`config.mk`:
```
export PLATFORM = sky130hd
export DESIGN_NAME = sa_feeder
export DESIGN_NICKNAME = d
export VERILOG_FILES = /design/src/rtl/sa_feeder.sv
export SDC_FILE = /design/constraint.sdc
export NUM_CORES = 2
export LEC_CHECK = 0
export BUFFER_PORTS_ARGS = -buffer_cell sky130_fd_sc_hd__buf_2
export CAP_MARGIN = 20
export CORE_UTILIZATION = 40
export DETAILED_ROUTE_END_ITERATION = 12
export GPL_TIMING_DRIVEN = 0
export PLACE_DENSITY = 0.63
export SYNTH_ARGS = -nofsm -noshare
export SYNTH_HDL_FRONTEND = slang
export SYNTH_SLANG_ARGS = --single-unit
```
`constraint.sdc`:
```
create_clock -name clk -period 4.1 [get_ports clk]
set_clock_uncertainty 0.2 [all_clocks]
set_input_delay 0.615 -clock clk [delete_from_list [all_inputs] [get_ports clk]]
set_output_delay 0.615 -clock clk [all_outputs]
set_load 0.005 [all_outputs]
```
`src/rtl/sa_feeder.sv`:
```
// rtl/sa_feeder.sv - batches vertices, then streams matrix rows and vertex
// components into the systolic array edges with per-lane skew and tags.
module sa_feeder #(
    parameter int WIDTH = 32,
    parameter int N     = 4
) (
    input  logic                  clk,
    input  logic                  reset,
    input  logic                  mat_we_i,
    input  logic [$clog2(N)-1:0]  mat_addr_i,
    input  logic [N*WIDTH-1:0]    mat_row_i,
    output logic                  mat_ready_o,
    input  logic                  vtx_valid_i,
    output logic                  vtx_ready_o,
    input  logic [N*WIDTH-1:0]    vtx_i,
    input  logic                  flush_i,
    output logic [N*WIDTH-1:0]    a_edge_o,
    output logic [N*WIDTH-1:0]    b_edge_o,
    output logic [N*8-1:0]        t_edge_o,
    output logic                  pass_done_o,
    output logic [$clog2(N):0]    vtx_cnt_o
);
    localparam int AW = $clog2(N);
    localparam int CW = $clog2(N) + 1;
    localparam int BW = $clog2(N + 1);

    localparam logic [7:0] TAG_IDLE = 8'hFF;
    localparam logic [7:0] TAG_CLR  = 8'h04;
    localparam logic [7:0] TAG_DATA = 8'h01;
    localparam logic [7:0] TAG_LAST = 8'h03;

    typedef enum logic [1:0] {FILL, STREAM, DRAIN} state_t;

    state_t          state_q, state_d;
    logic [BW-1:0]   beat_q, beat_d;
    logic [CW-1:0]   buf_cnt, buf_d;
    logic [CW-1:0]   vcnt_q, vcnt_d;
    logic            hs, mat_wr;

    logic [WIDTH-1:0] mat_q [N][N];
    logic [WIDTH-1:0] vtx_q [N][N];

    assign vtx_ready_o = (state_q == FILL) && (buf_cnt < CW'(N));
    assign mat_ready_o = (state_q == FILL) && (buf_cnt == '0);
    assign hs          = vtx_valid_i & vtx_ready_o;
    assign mat_wr      = mat_we_i & mat_ready_o;
    assign vtx_cnt_o   = vcnt_q;

    always_comb begin
        state_d     = state_q;
        beat_d      = beat_q;
        buf_d       = buf_cnt;
        vcnt_d      = vcnt_q;
        pass_done_o = 1'b0;
        case (state_q)
            FILL: begin
                buf_d  = buf_cnt + CW'(hs);
                beat_d = '0;
                if (buf_d == CW'(N) || (flush_i && buf_d != '0)) begin
                    state_d = STREAM;
                    vcnt_d  = buf_d;
                end
            end
            STREAM: begin
                if (beat_q == BW'(N)) begin
                    state_d = DRAIN;
                    beat_d  = '0;
                end else begin
                    beat_d = beat_q + BW'(1);
                end
            end
            DRAIN: begin
                // Lane N-1 shows LAST on the final drain cycle.
                if (beat_q == BW'(N - 1)) begin
                    pass_done_o = 1'b1;
                    state_d     = FILL;
                    buf_d       = '0;
                    beat_d      = '0;
                end else begin
                    beat_d = beat_q + BW'(1);
                end
            end
            default: state_d = FILL;
        endcase
    end

    always_ff @(posedge clk) begin
        if (reset) begin
            state_q <= FILL;
            beat_q  <= '0;
            buf_cnt <= '0;
            vcnt_q  <= '0;
        end else begin
            state_q <= state_d;
            beat_q  <= beat_d;
            buf_cnt <= buf_d;
            vcnt_q  <= vcnt_d;
        end
    end

    always_ff @(posedge clk) begin
        if (reset) begin
            for (int r = 0; r < N; r++) begin
                for (int c = 0; c < N; c++) begin
                    mat_q[r][c] <= '0;
                    vtx_q[r][c] <= '0;
                end
            end
        end else begin
            if (mat_wr) begin
                for (int c = 0; c < N; c++) mat_q[mat_addr_i][c] <= mat_row_i[c*WIDTH +: WIDTH];
            end
            if (hs) begin
                for (int c = 0; c < N; c++) vtx_q[buf_cnt[AW-1:0]][c] <= vtx_i[c*WIDTH +: WIDTH];
            end
        end
    end

    logic [WIDTH-1:0] a_nxt [N];
    logic [WIDTH-1:0] b_nxt [N];
    logic [7:0]       t_nxt [N];
    logic [AW-1:0]    k;

    always_comb begin
        k = AW'(beat_q - BW'(1));
        for (int i = 0; i < N; i++) begin
            a_nxt[i] = '0;
            b_nxt[i] = '0;
            t_nxt[i] = TAG_IDLE;
            if (state_q == STREAM) begin
                if (beat_q == '0) begin
                    t_nxt[i] = TAG_CLR;
                end else begin
                    a_nxt[i] = mat_q[i][k];
                    t_nxt[i] = (beat_q == BW'(N)) ? TAG_LAST : TAG_DATA;
                    // Empty batch slots feed zeros so their PEs stay at 0.
                    b_nxt[i] = (CW'(i) < vcnt_q) ? vtx_q[i][k] : '0;
                end
            end
        end
    end

    for (genvar i = 0; i < N; i++) begin : g_lane
        logic [WIDTH-1:0] a_sr [i+1];
        logic [WIDTH-1:0] b_sr [i+1];
        logic [7:0]       t_sr [i+1];

        always_ff @(posedge clk) begin
            if (reset) begin
                for (int d = 0; d <= i; d++) begin
                    a_sr[d] <= '0;
                    b_sr[d] <= '0;
                    t_sr[d] <= TAG_IDLE;
                end
            end else begin
                a_sr[0] <= a_nxt[i];
                b_sr[0] <= b_nxt[i];
                t_sr[0] <= t_nxt[i];
                for (int d = 1; d <= i; d++) begin
                    a_sr[d] <= a_sr[d-1];
                    b_sr[d] <= b_sr[d-1];
                    t_sr[d] <= t_sr[d-1];
                end
            end
        end

        assign a_edge_o[i*WIDTH +: WIDTH] = a_sr[i];
        assign b_edge_o[i*WIDTH +: WIDTH] = b_sr[i];
        assign t_edge_o[i*8 +: 8]         = t_sr[i];
    end
endmodule

```
Word-level counts from Yosys, hierarchy flattened
Memories as Yosys holds them, arrays and structs flattened.
Index checks and enable logic that the tools add are counted.
{"block": "totals", "out_inout_bits": 294, "reg_bits": 11, "mem_count": 14, "mem_bits_rw": 1744}
{"block": "op_classes", "n_reduce_logical": 18, "n_bitwise": 30, "n_mux": 106, "eq_ne": 8, "magnitude_cmp": 6, "add_sub_neg": 3}
{"name": "mat_q", "depth": 4, "word_bits": 128, "read_ports": 4, "rd_clocked_by_memory_dff": 0, "write_ports": 4, "line_no": "40", "text": "logic [WIDTH-1:0] mat_q [N][N];"}
{"name": "vtx_q", "depth": 4, "word_bits": 128, "read_ports": 4, "rd_clocked_by_memory_dff": 0, "write_ports": 4, "line_no": "41", "text": "logic [WIDTH-1:0] vtx_q [N][N];"}
{"name": "g_lane[3].a_sr", "depth": 4, "word_bits": 32, "read_ports": 4, "rd_clocked_by_memory_dff": 0, "write_ports": 4, "line_no": "144", "text": "logic [WIDTH-1:0] a_sr [i+1];"}
{"name": "g_lane[3].b_sr", "depth": 4, "word_bits": 32, "read_ports": 4, "rd_clocked_by_memory_dff": 0, "write_ports": 4, "line_no": "145", "text": "logic [WIDTH-1:0] b_sr [i+1];"}
{"name": "g_lane[2].a_sr", "depth": 3, "word_bits": 32, "read_ports": 3, "rd_clocked_by_memory_dff": 0, "write_ports": 3, "line_no": "144"}
{"name": "g_lane[2].b_sr", "depth": 3, "word_bits": 32, "read_ports": 3, "rd_clocked_by_memory_dff": 0, "write_ports": 3, "line_no": "145"}
{"name": "+8 memories"}
{"operator": "2-to-1 mux 32 bit", "count": 56}
{"operator": "binary-select mux 32 bit (select 2 bit)", "count": 8}
{"operator": "2-to-1 mux 128 bit", "count": 2}
{"operator": "OR reduction 128 bit", "count": 2}
{"operator": "2-to-1 mux 8 bit", "count": 11}
{"operator": "OR reduction 32 bit", "count": 2}
{"operator": "OR 1 bit", "count": 27}
{"operator": "2-to-1 mux 1 bit", "count": 16}
{"operator": "2-to-1 mux 2 bit", "count": 6}
{"operator": "2-to-1 mux 3 bit", "count": 4}
{"operator": "one-hot mux 3 bit (3 select lines)", "count": 1}
{"operator": "OR reduction 8 bit", "count": 1}
{"operator": "== test 3 bit (second input constant)", "count": 2}
{"operator": "logical NOT 3 bit", "count": 2}
{"operator": "< comparator 1 x 3 -> 1 bit (first input constant)", "count": 2}
{"operator": "< comparator 2 x 3 -> 1 bit (first input constant)", "count": 2}
{"operator": "one-hot mux 2 bit (3 select lines)", "count": 1}
{"operator": "one-hot mux 3 bit (2 select lines)", "count": 1}
{"operator": "nonzero test 3 bit", "count": 2}
{"operator": "inequality test 2 x 1 -> 1 bit (second input constant)", "count": 2}
{"operator": "AND reduction 2 bit", "count": 2}
{"operator": "adder 3 x 1 -> 3 bit", "count": 1}
{"operator": "adder 3 x 1 -> 3 bit (second input constant)", "count": 1}
{"operator": "== test 3 x 2 -> 1 bit (second input constant)", "count": 1}
{"operator": "13 further kinds", "count": 16}

Logic depth before layout (Yosys ltp)
{"block": "logic_depth", "depth_word": 9, "depth_mapped": 11, "ltp_nobuf": 10}

Worst setup path before layout
No wires, ideal clock.
{"block": "synth_path", "kind": "input to register", "from": "input reset", "to": "memory vtx_q[1][0] in the netlist's numbering (enable)", "setup_slack_ns": 0.416, "path_stages": 4, "arrival_ns": 3.051, "path_buffers": 3, "cell_sequence": "clkbuf_1 > clkbuf_1 > clkbuf_1 > or2_2"}
{"element": "start: declaration", "line_no": "8", "text": "input logic reset,"}
{"element": "end: declaration", "line_no": "41"}

==> metrics.csv <==
metric;value;unit
synth.distinct_cells;40;
overflow;0;
min_path_type;reg -> reg;
ys_dominant_reg_cell;edfxtp_1;
ff2ff_setup_slack;220;ps
fin_crit;3884;ps
p_comb_frac;0.107;
drv_cap;0;
yosys.area_share.adder;0.002179;
worst_skew_pair.late_latency;830;ps
cts_max_level;4;
synth_simple_gate_area_frac;0.1717;
synth_area;0.06318;sq mm
synth_top_family_by_area;simple AND/OR/NAND/NOR gates;
path_clk_slew;60;ps
nets;5400;
ir_drop;0.4109;mV
timing.hold.ws;226.6;ps
fin_area;0.07770;sq mm
synth_top_area_share;0.4867;
end_kind;register;
yosysTopAreaCell;edfxtp_1;
core.rowCount;145;
crit_fanout;10;
cts-root-buf;clkbuf_16;
worstPathRequired;4590;ps
ys_ff_latch;1691;
cts_setup_buffers;0;
fill_cells;13380;
vias_per_cell;4.905;
intPower;0.03016;W
pwr_density_cell;511.3;mW/mm^2
dr.pass1.iters;7;
arrival;4380;ps
syn_inst;4111;
port_buffers;556;
cts_tree;done;
fin_setup_tns;0;ps
grt_setup_unrepaired;false;
grt_pass1_vias;36060;
slew_viol_final;0;
leakage;30.33;nW
path_class;reg -> reg;
die_area;0.1595;sq mm
switchingPower;0.009571;W
routabilityCongestion;0.8226;
area_growth_syn_to_layout;22.99;%
period_share;0.9473;
start_kind;register;
grt_pass1_wl;252400;microns
core-area;0.1566;sq mm
ant_nets;0;
dp_hpwl;126500;microns
synth_compound_area_frac;0.002179;
place_area;0.06913;sq mm
ios;557;
antenna_found_initial;44;
drc;0;
drt-total-wl;179100;microns
synth_nets;4385;
synth_edf_count;1024;
fmax;257.5;MHz
clockPowerShare;0.405;
clock_sinks;1691;
track_usage;0.2232;
hold_violations;0;
outcome;completed;
die_h;399.4;microns
cts.path.max_buffers;3;
synth_xor_area_frac;0.0001386;
dieWidth;399.4;microns
regArea;0.04410;sq mm
drive_above_1_share;0.2619;
num_vias;36070;
async_reset_ff_frac;0;
synth_mux_area_frac;0.09158;
wl_per_cell;24.35;microns
initial_core_util;0.4035;
yosys-top-cells-area;edfxtp_1 (49%), dfxtp_1 (21%), and2_1 (11%);
setup_viol;0;
seq_area_frac_synth;0.6981;
syn_avg_cell_area;15.37;sq um
drt_iter0_drc;3209;
grt_max_degree;69;
seqPwrFrac;0.488;
synth_warnings;0;
worst_pin_slew;1069;ps
multi_input_area;0.01694;sq mm
cts_made_buffers;176;
netSwitchingFraction;0.2409;
slew_headroom;0.2873;
flip-flops by register name (all words and copies together), names as in the netlist:
name         cells
mat_q          512
vtx_q          512
g_lane.a_sr    320
g_lane.b_sr    320
g_lane.t_sr     16
beat_q           3
buf_cnt          3
vtx_cnt_o        3
state_q          2
critical path, stage by stage, from the launching register on:
cell      delay [ps]
dfxtp_1          330
buf_2            280
clkbuf_4         380
buf_4            340
inv_1             90
ha_1             280
buf_2            190
buf_2            370
buf_1            680
mux4_2           420
and2_1           190
synthesized netlist by cell type (3+ instances only):
cell and instances:
buf_6 3, nor2b_1 505, nand3_1 5, dfxtp_1 667, a21oi_1 8, or2_2 20, ha_1 11, mux4_2 256
and2_1 1154, edfxtp_1 1024, buf_4 148, clkbuf_1 153, nor2b_2 10, nand2_1 10, clkbuf_2 30, nor3b_2 3
a21o_1 3, buf_2 43, nor2_1 9, nand2b_1 5, inv_1 8, buf_1 12
cell families (layout without fill, tap and decap cells):
logic type	count (synthesis)	after routing
and+or+nand+nor	1732	1732
xor gates and xnor gates	1	1
AOI/OAI and AO/OA	21	21
adders and majority gates	11	11
buffers and inverters	397	1567
muxes	258	258
DFF	1691	1691
other	0	16
timing repair:
action,4_1_cts,5_1_grt
hold buffers,258,0
pin swaps,0,0
endpoints found under the setup margin,133,109
hold endpoints to repair,1026,0
resized for setup,20,10
power groups by stage:
stage / Combinational (W) / Sequential [W] / Clock [W]
3_3_place_gp: 0.00388 / 0.0198 / 0
3_5_place_dp: 0.00405 / 0.0197 / 0
2_1_floorplan: 0.00238 / 0.0197 / 0
6_report: 0.00423 / 0.0194 / 0.0161
4_1_cts: 0.00428 / 0.0194 / 0.0164
5_1_grt: 0.00452 / 0.0195 / 0.0170
path summary, 6_finish.rpt:
kind / start / depth (start not counted) / end
worst max-delay path: beat_q[0] / 10 / g_lane[2].a_sr[0][27]
worst min-delay path: g_lane[3].b_sr[0][24] / 1 / g_lane[3].b_sr[1][24]
worst max register to register: beat_q[0] / 10 / g_lane[2].a_sr[0][27]
worst min register to register: g_lane[3].b_sr[0][24] / 1 / g_lane[3].b_sr[1][24]
area by class of cell:
cell class | instances | share of cell area
buffer | 389 | 0.02815
tap | 2058 | 0.03314
antenna | 16 | 0.0005153
sequential | 1691 | 0.5676
timing repair buffer | 837 | 0.07641
inverter | 8 | 0.0003865
clock buffer | 264 | 0.06664
clock inverter | 69 | 0.009195
multi-input combinational | 2023 | 0.2180
cell usage in the layout (no fill, tap or decap), types with 4 or more instances in the layout:
master,n
or2_4,8
nor2b_1,505
inv_1,8
clkinv_16,5
clkinv_1,11
buf_6,4
mux4_2,256
or2_2,12
diode_2,16
clkbuf_2,44
buf_16,18
dfxtp_1,667
clkbuf_16,185
nand3_1,5
nor2_1,9
buf_2,599
nand2_1,10
clkdlybuf4s15_2,5
edfxtp_1,1024
nor2b_2,10
dlygate4sd3_1,258
nand2b_1,5
clkinv_2,27
buf_4,148
bufinv_16,6
inv_6,8
a21oi_1,8
clkbuf_1,194
buf_1,5
and2_1,1154
ha_1,11
clkbuf_8,25
layer usage:
metal / share of wire / global-route usage
met1: 0.45 / 0.3225
met2: 0.46 / 0.3435
met3: 0.067 / 0.04068
met4: 0.024 / 0.06441
met5: 0.00050 / 0
through the flow:
stage | util | power, W | cells | setup slack, ps
global route | 0.4961 | 0.04099 | 7348 | 1.192
finish | 0.4963 | 0.03973 | 7355 | 216.1
floorplan | - | 0.02206 | 4111 | 415.9
CTS | 0.4960 | 0.04004 | 7339 | 0.3295
global placement | 0.4377 | 0.02366 | 6725 | -1691
detailed placement | 0.4415 | 0.02380 | 6748 | -421.4
No activity file was read; power rests on OpenSTA's default activity.
